--- src/rtl/divider_seq.sv ---
// Multi-cycle signed radix-2 non-restoring divider producing {remainder, quotient}.
// Optional macro DIVIDER_DBZ_FLAG_EN adds a registered divide-by-zero flag output (dbz).
module divider_seq #(
    parameter int unsigned WIDTH = 32
) (
    input  logic                 clk,
    input  logic                 clr,
    input  logic                 start,
    input  logic [WIDTH-1:0]     A,
    input  logic [WIDTH-1:0]     B,
    output logic                 busy,
    output logic                 done,
    output logic [2*WIDTH-1:0]   C
`ifdef DIVIDER_DBZ_FLAG_EN
    ,
    output logic                 dbz
`endif
);
    localparam int unsigned CNT_W = $clog2(WIDTH + 1);
    localparam int unsigned RW    = WIDTH + 1;

    typedef enum logic [1:0] {IDLE, PREP, ITER, FIX} state_e;

    state_e               state_q, state_d;
    logic [WIDTH-1:0]     a_q, a_d;
    logic [WIDTH-1:0]     b_q, b_d;
    logic [RW-1:0]        r_q, r_d;
    logic [CNT_W-1:0]     cnt_q, cnt_d;
    logic                 sign_a_q, sign_a_d;
    logic                 sign_b_q, sign_b_d;
    logic                 zero_q, zero_d;
    logic                 busy_q, busy_d;
    logic                 done_q, done_d;
    logic [2*WIDTH-1:0]   c_q, c_d;

    logic [RW-1:0]        b_ext;
    logic [RW-1:0]        r_sh;
    logic [RW-1:0]        r_step;
    logic [WIDTH-1:0]     r_fix;
    logic [WIDTH-1:0]     q_fin;
    logic [WIDTH-1:0]     r_fin;

    // Datapath: one non-restoring step plus the final sign correction.
    // With a zero divisor the iteration leaves R=|A| and Q=all ones, so the
    // dividend-sign negation of R reproduces raw A; only the Q negation is skipped.
    always_comb begin
        b_ext  = {1'b0, b_q};
        r_sh   = {r_q[WIDTH-1:0], a_q[WIDTH-1]};
        r_step = r_q[WIDTH] ? (r_sh + b_ext) : (r_sh - b_ext);
        r_fix  = r_q[WIDTH-1:0] + (r_q[WIDTH] ? b_q : WIDTH'(0));
        q_fin  = ((sign_a_q ^ sign_b_q) && !zero_q) ? (WIDTH'(0) - a_q) : a_q;
        r_fin  = sign_a_q ? (WIDTH'(0) - r_fix) : r_fix;
    end

    always_comb begin
        state_d  = state_q;
        a_d      = a_q;
        b_d      = b_q;
        r_d      = r_q;
        cnt_d    = cnt_q;
        sign_a_d = sign_a_q;
        sign_b_d = sign_b_q;
        zero_d   = zero_q;
        busy_d   = busy_q;
        done_d   = 1'b0;
        c_d      = c_q;
        case (state_q)
            IDLE: begin
                if (start) begin
                    a_d      = A;
                    b_d      = B;
                    sign_a_d = A[WIDTH-1];
                    sign_b_d = B[WIDTH-1];
                    busy_d   = 1'b1;
                    state_d  = PREP;
                end
            end
            PREP: begin
                a_d     = sign_a_q ? (WIDTH'(0) - a_q) : a_q;
                b_d     = sign_b_q ? (WIDTH'(0) - b_q) : b_q;
                zero_d  = (b_q == WIDTH'(0));
                r_d     = RW'(0);
                cnt_d   = CNT_W'(0);
                state_d = ITER;
            end
            ITER: begin
                if (cnt_q == CNT_W'(WIDTH)) begin
                    state_d = FIX;
                end else begin
                    r_d   = r_step;
                    a_d   = {a_q[WIDTH-2:0], ~r_step[WIDTH]};
                    cnt_d = cnt_q + CNT_W'(1);
                end
            end
            FIX: begin
                c_d     = {r_fin, q_fin};
                done_d  = 1'b1;
                busy_d  = 1'b0;
                state_d = IDLE;
            end
            default: state_d = IDLE;
        endcase
    end

    always_ff @(posedge clk or posedge clr) begin
        if (clr) begin
            state_q  <= IDLE;
            a_q      <= '0;
            b_q      <= '0;
            r_q      <= '0;
            cnt_q    <= '0;
            sign_a_q <= 1'b0;
            sign_b_q <= 1'b0;
            zero_q   <= 1'b0;
            busy_q   <= 1'b0;
            done_q   <= 1'b0;
            c_q      <= '0;
        end else begin
            state_q  <= state_d;
            a_q      <= a_d;
            b_q      <= b_d;
            r_q      <= r_d;
            cnt_q    <= cnt_d;
            sign_a_q <= sign_a_d;
            sign_b_q <= sign_b_d;
            zero_q   <= zero_d;
            busy_q   <= busy_d;
            done_q   <= done_d;
            c_q      <= c_d;
        end
    end

`ifdef DIVIDER_DBZ_FLAG_EN
    logic dbz_q;

    // Flag tracks the divisor of the most recently completed operation.
    always_ff @(posedge clk or posedge clr) begin
        if (clr) begin
            dbz_q <= 1'b0;
        end else if (state_q == FIX) begin
            dbz_q <= zero_q;
        end
    end

    assign dbz = dbz_q;
`endif

    assign busy = busy_q;
    assign done = done_q;
    assign C    = c_q;

endmodule

--- config.mk ---
export PLATFORM = sky130hd
export DESIGN_NAME = divider_seq
export DESIGN_NICKNAME = d
export VERILOG_FILES = /design/src/rtl/divider_seq.sv
export SDC_FILE = /design/constraint.sdc
export NUM_CORES = 1
export LEC_CHECK = 0
export CAP_MARGIN = 30
export CORE_MARGIN = 4
export CORE_UTILIZATION = 50
export DETAILED_ROUTE_END_ITERATION = 16
export GPL_TIMING_DRIVEN = 0
export PLACE_DENSITY = 0.68
export SLEW_MARGIN = 20
export SYNTH_ARGS = -nofsm -noshare
export SYNTH_HDL_FRONTEND = slang
export SYNTH_SLANG_ARGS = --single-unit
--- constraint.sdc ---
create_clock -name clk -period 7 [get_ports clk]
set_input_delay 1.4 -clock clk [delete_from_list [all_inputs] [get_ports clk]]
set_output_delay 1.4 -clock clk [all_outputs]
set_load 0.02 [all_outputs]
==> qor.csv <==
metric;value;unit
slew_headroom;0.319;
skew;0.0201;ns
setup_viol;0;
min_from;C[39]$_DFFE_PP0P_;
synth-async-reset-ratio;1.00;
initial_core_util;0.512;
critical_path_arrival;6.10;ns
yosys_warnings;0;
end_kind;flop;
status;finished clean;
std_cell_rows;60;
gr-total-overflow;0;
area_growth;17.8;%
die_w;175;microns
via_per_inst;6.01;
cts.path.max_buffers;2;
cts_buffers;17;
min_to;C[39]$_DFFE_PP0P_;
dp_hpwl;33400;microns
yosys-top-cells-count;nor2_1 (181), dfrtp_1 (174), nand2_1 (158);
core_area;27200;sq um
cts_hold_buf;0;
dr.pass1.iters;6;
cap_viol_max_count;0;
synth_top_area_frac;0.313;
synth_nets;1876;
cts_tree;yes;
hold_viol;0;
postCtsSetupBuffers;0;
fmax;173;MHz
ys_seq_area_frac;0.313;
worstPathRequired;7.32;ns
synth.largest_area_cell;dfrtp_1;
path_clk_slew;0.09;ns
timing.rr.start;r_q[32]$_DFFE_PP0P_;
hold_class;flop to flop;
synth_most_common_cell;nor2_1;
grtUsageTotal;0.283;
drtIter0Drc;1225;
hold_path_depth;1;
gp_congestion;0.923;
synthTopCellsByArea;dfrtp_1 (31%), ha_1 (6.5%), a21oi_1 (5.4%);
dieArea;30600;sq um
portBuffers;132;
dieHeight;175;microns
ant_nets;0;
drive_gt1_frac;0.0531;
wl_per_cell;19.3;microns
drcViolationCount;0;
start_kind;flop;
multi_input_area;8920;sq um
grt_pass1_wl;70200;microns
antenna_found_initial;0;
cts_resized;0;
synth_area_per_cell;8.02;sq um
worstMarginPinSlew;1.02;ns
max_stage_delay;0.64;ns
vias;13675;
grt_max_degree;66;
drt_wl_total;43800;microns
synthDistinctLibCells;91;
clock_latency;0.46;ns
fin_crit;5.78;ns
rrSetupSlack;1.22;ns
htreeDepth;4;
crit_path_max_fanout;10;
drv_slew;0;
period_share;0.826;
layout.cells.non_filler;2274;
critical_path_class;flop to flop;
critPathSlowestCell;clkbuf_1;
synthesis.area;13900;sq um
dp_cells;2242;
cp_common_cell;clkbuf_1;
final_nets;2030;
seq_area;4350;sq um
grt_pass1_vias;13028;
rsz0062_at_grt;false;
num_io_pins;133;
root_buffer;clkbuf_16;
reg2reg_to;C[62]$_DFFE_PP0P_;
fillers;2562;
path_cells;clkbuf_1 > clkbuf_1 > clkbuf_1 > and2_1 > ha_1 > inv_1 > fa_1 > nor2b_1 > o31ai_4 > a2111oi_2 > nor3_2 > a21oi_1 > a311oi_1 > or3_1 > nor4_1 > a211oi_1 > or3b_1;
cts_sinks;174;
ys_ff_latch;174;
synthFlopType;dfrtp_1;
syn_inst;1735;
synth_edf_count;0;
reg2reg_depth;17;
[sequential cells by signal, indices dropped and copies added, names as in the netlist]
signal	flops
b_q	32
state_q	2
busy	1
cnt_q	6
zero_q	1
C	64
a_q	32
r_q	33
sign_a_q	1
done	1
sign_b_q	1
[layout make-up]
cell class / count / area share
inverters: 34 / 0.00824
clock inverters: 13 / 0.0109
flip-flops and latches: 174 / 0.266
multi-input cells: 1404 / 0.544
well taps: 372 / 0.0284
clock buffers: 18 / 0.0268
diodes: 1 / 0.000153
plain buffers: 123 / 0.0313
repair buffers: 135 / 0.0843
[worst max-delay path by stage]
stage                                     end  cells past startpoint  slack, ns                start
final                       C[62]$_DFFE_PP0P_                     17       1.22  r_q[32]$_DFFE_PP0P_
after global routing        C[62]$_DFFE_PP0P_                     17       0.80  r_q[32]$_DFFE_PP0P_
after CTS                   C[62]$_DFFE_PP0P_                     17       1.37  r_q[32]$_DFFE_PP0P_
after detailed placement    C[61]$_DFFE_PP0P_                     17       1.42  r_q[32]$_DFFE_PP0P_
after global placement    b_q[25]$_DFFE_PP0P_                      2      -1.72                  clr
after floorplan              C[0]$_DFFE_PP0P_                      1       0.88                  clr
[routing by layer]
| metal | part of all wire | track usage | vias up | routed length [microns] |
|---|---|---|---|---|
| met5 | 0 | 0 | - | 0 |
| met4 | 0.018 | 0.0622 | 0 | 782 |
| met3 | 0.055 | 0.0368 | 57 | 2420 |
| met2 | 0.46 | 0.461 | 454 | 20300 |
| met1 | 0.46 | 0.406 | 6656 | 20300 |
| li1 | - | - | 6508 | - |
[cells in the final DEF (no fill, tap or decap), types with 7 or more instances in the layout]
master / netlist / final
nor3_1: 41 / 41
mux2_2: 11 / 11
clkbuf_1: 97 / 97
clkdlybuf4s50_1: 0 / 132
and2_1: 43 / 43
o21a_1: 17 / 17
nand2b_1: 18 / 18
a211o_1: 7 / 7
or2_2: 7 / 7
a211oi_1: 16 / 16
xor2_1: 83 / 83
xnor2_1: 65 / 65
or4_1: 12 / 12
ha_1: 72 / 72
o22ai_1: 29 / 29
a21o_1: 41 / 41
o31ai_1: 20 / 20
dfrtp_1: 174 / 174
o21ai_0: 149 / 149
o211ai_1: 24 / 24
or3_1: 13 / 13
nor2_1: 181 / 181
a21oi_1: 149 / 149
nor4_1: 13 / 13
buf_2: 12 / 13
inv_1: 34 / 33
buf_1: 7 / 7
nand3_1: 68 / 68
mux2i_1: 14 / 14
a31oi_1: 7 / 7
clkbuf_16: 0 / 17
a22oi_1: 13 / 13
nor2b_1: 10 / 10
o21bai_1: 10 / 10
nand2_1: 158 / 158
and3_1: 15 / 15
nand4_1: 10 / 10
[per-stage QoR]
stage	hold slack, ns	TNS, ns	cell area, sq um	utilization	setup WS [ns]
floorplan	0.494	0	13900	-	0.883
global placement	0.489	-296.34	15700	0.578	-1.72
detailed placement	0.499	0	15800	0.580	1.42
CTS	0.515	0	16400	0.603	1.37
global route	0.527	0	16400	0.603	0.802
finish	0.511	0	16400	0.603	1.22
[worst max-delay path, delay by kind of cell, from the launching register on]
kind	cells	cell delay [ns]
adder cells (fa/ha/maj)	2	0.60
flip-flops	1	0.35
AND/OR/NAND/NOR	6	1.87
buffers and inverters	4	1.60
AO/OA/AOI/OAI	5	1.23
[cell families after synthesis]
kind of cell,synth area share
buf+inv,0.0460
compound gates,0.249
mux,0.0200
xor+xnor,0.0931
simple gates,0.211
fa+ha+maj,0.0676
flops,0.313
Power is not shown: default switching activity piles up to over one toggle a cycle in this logic, so the estimate is an artifact.
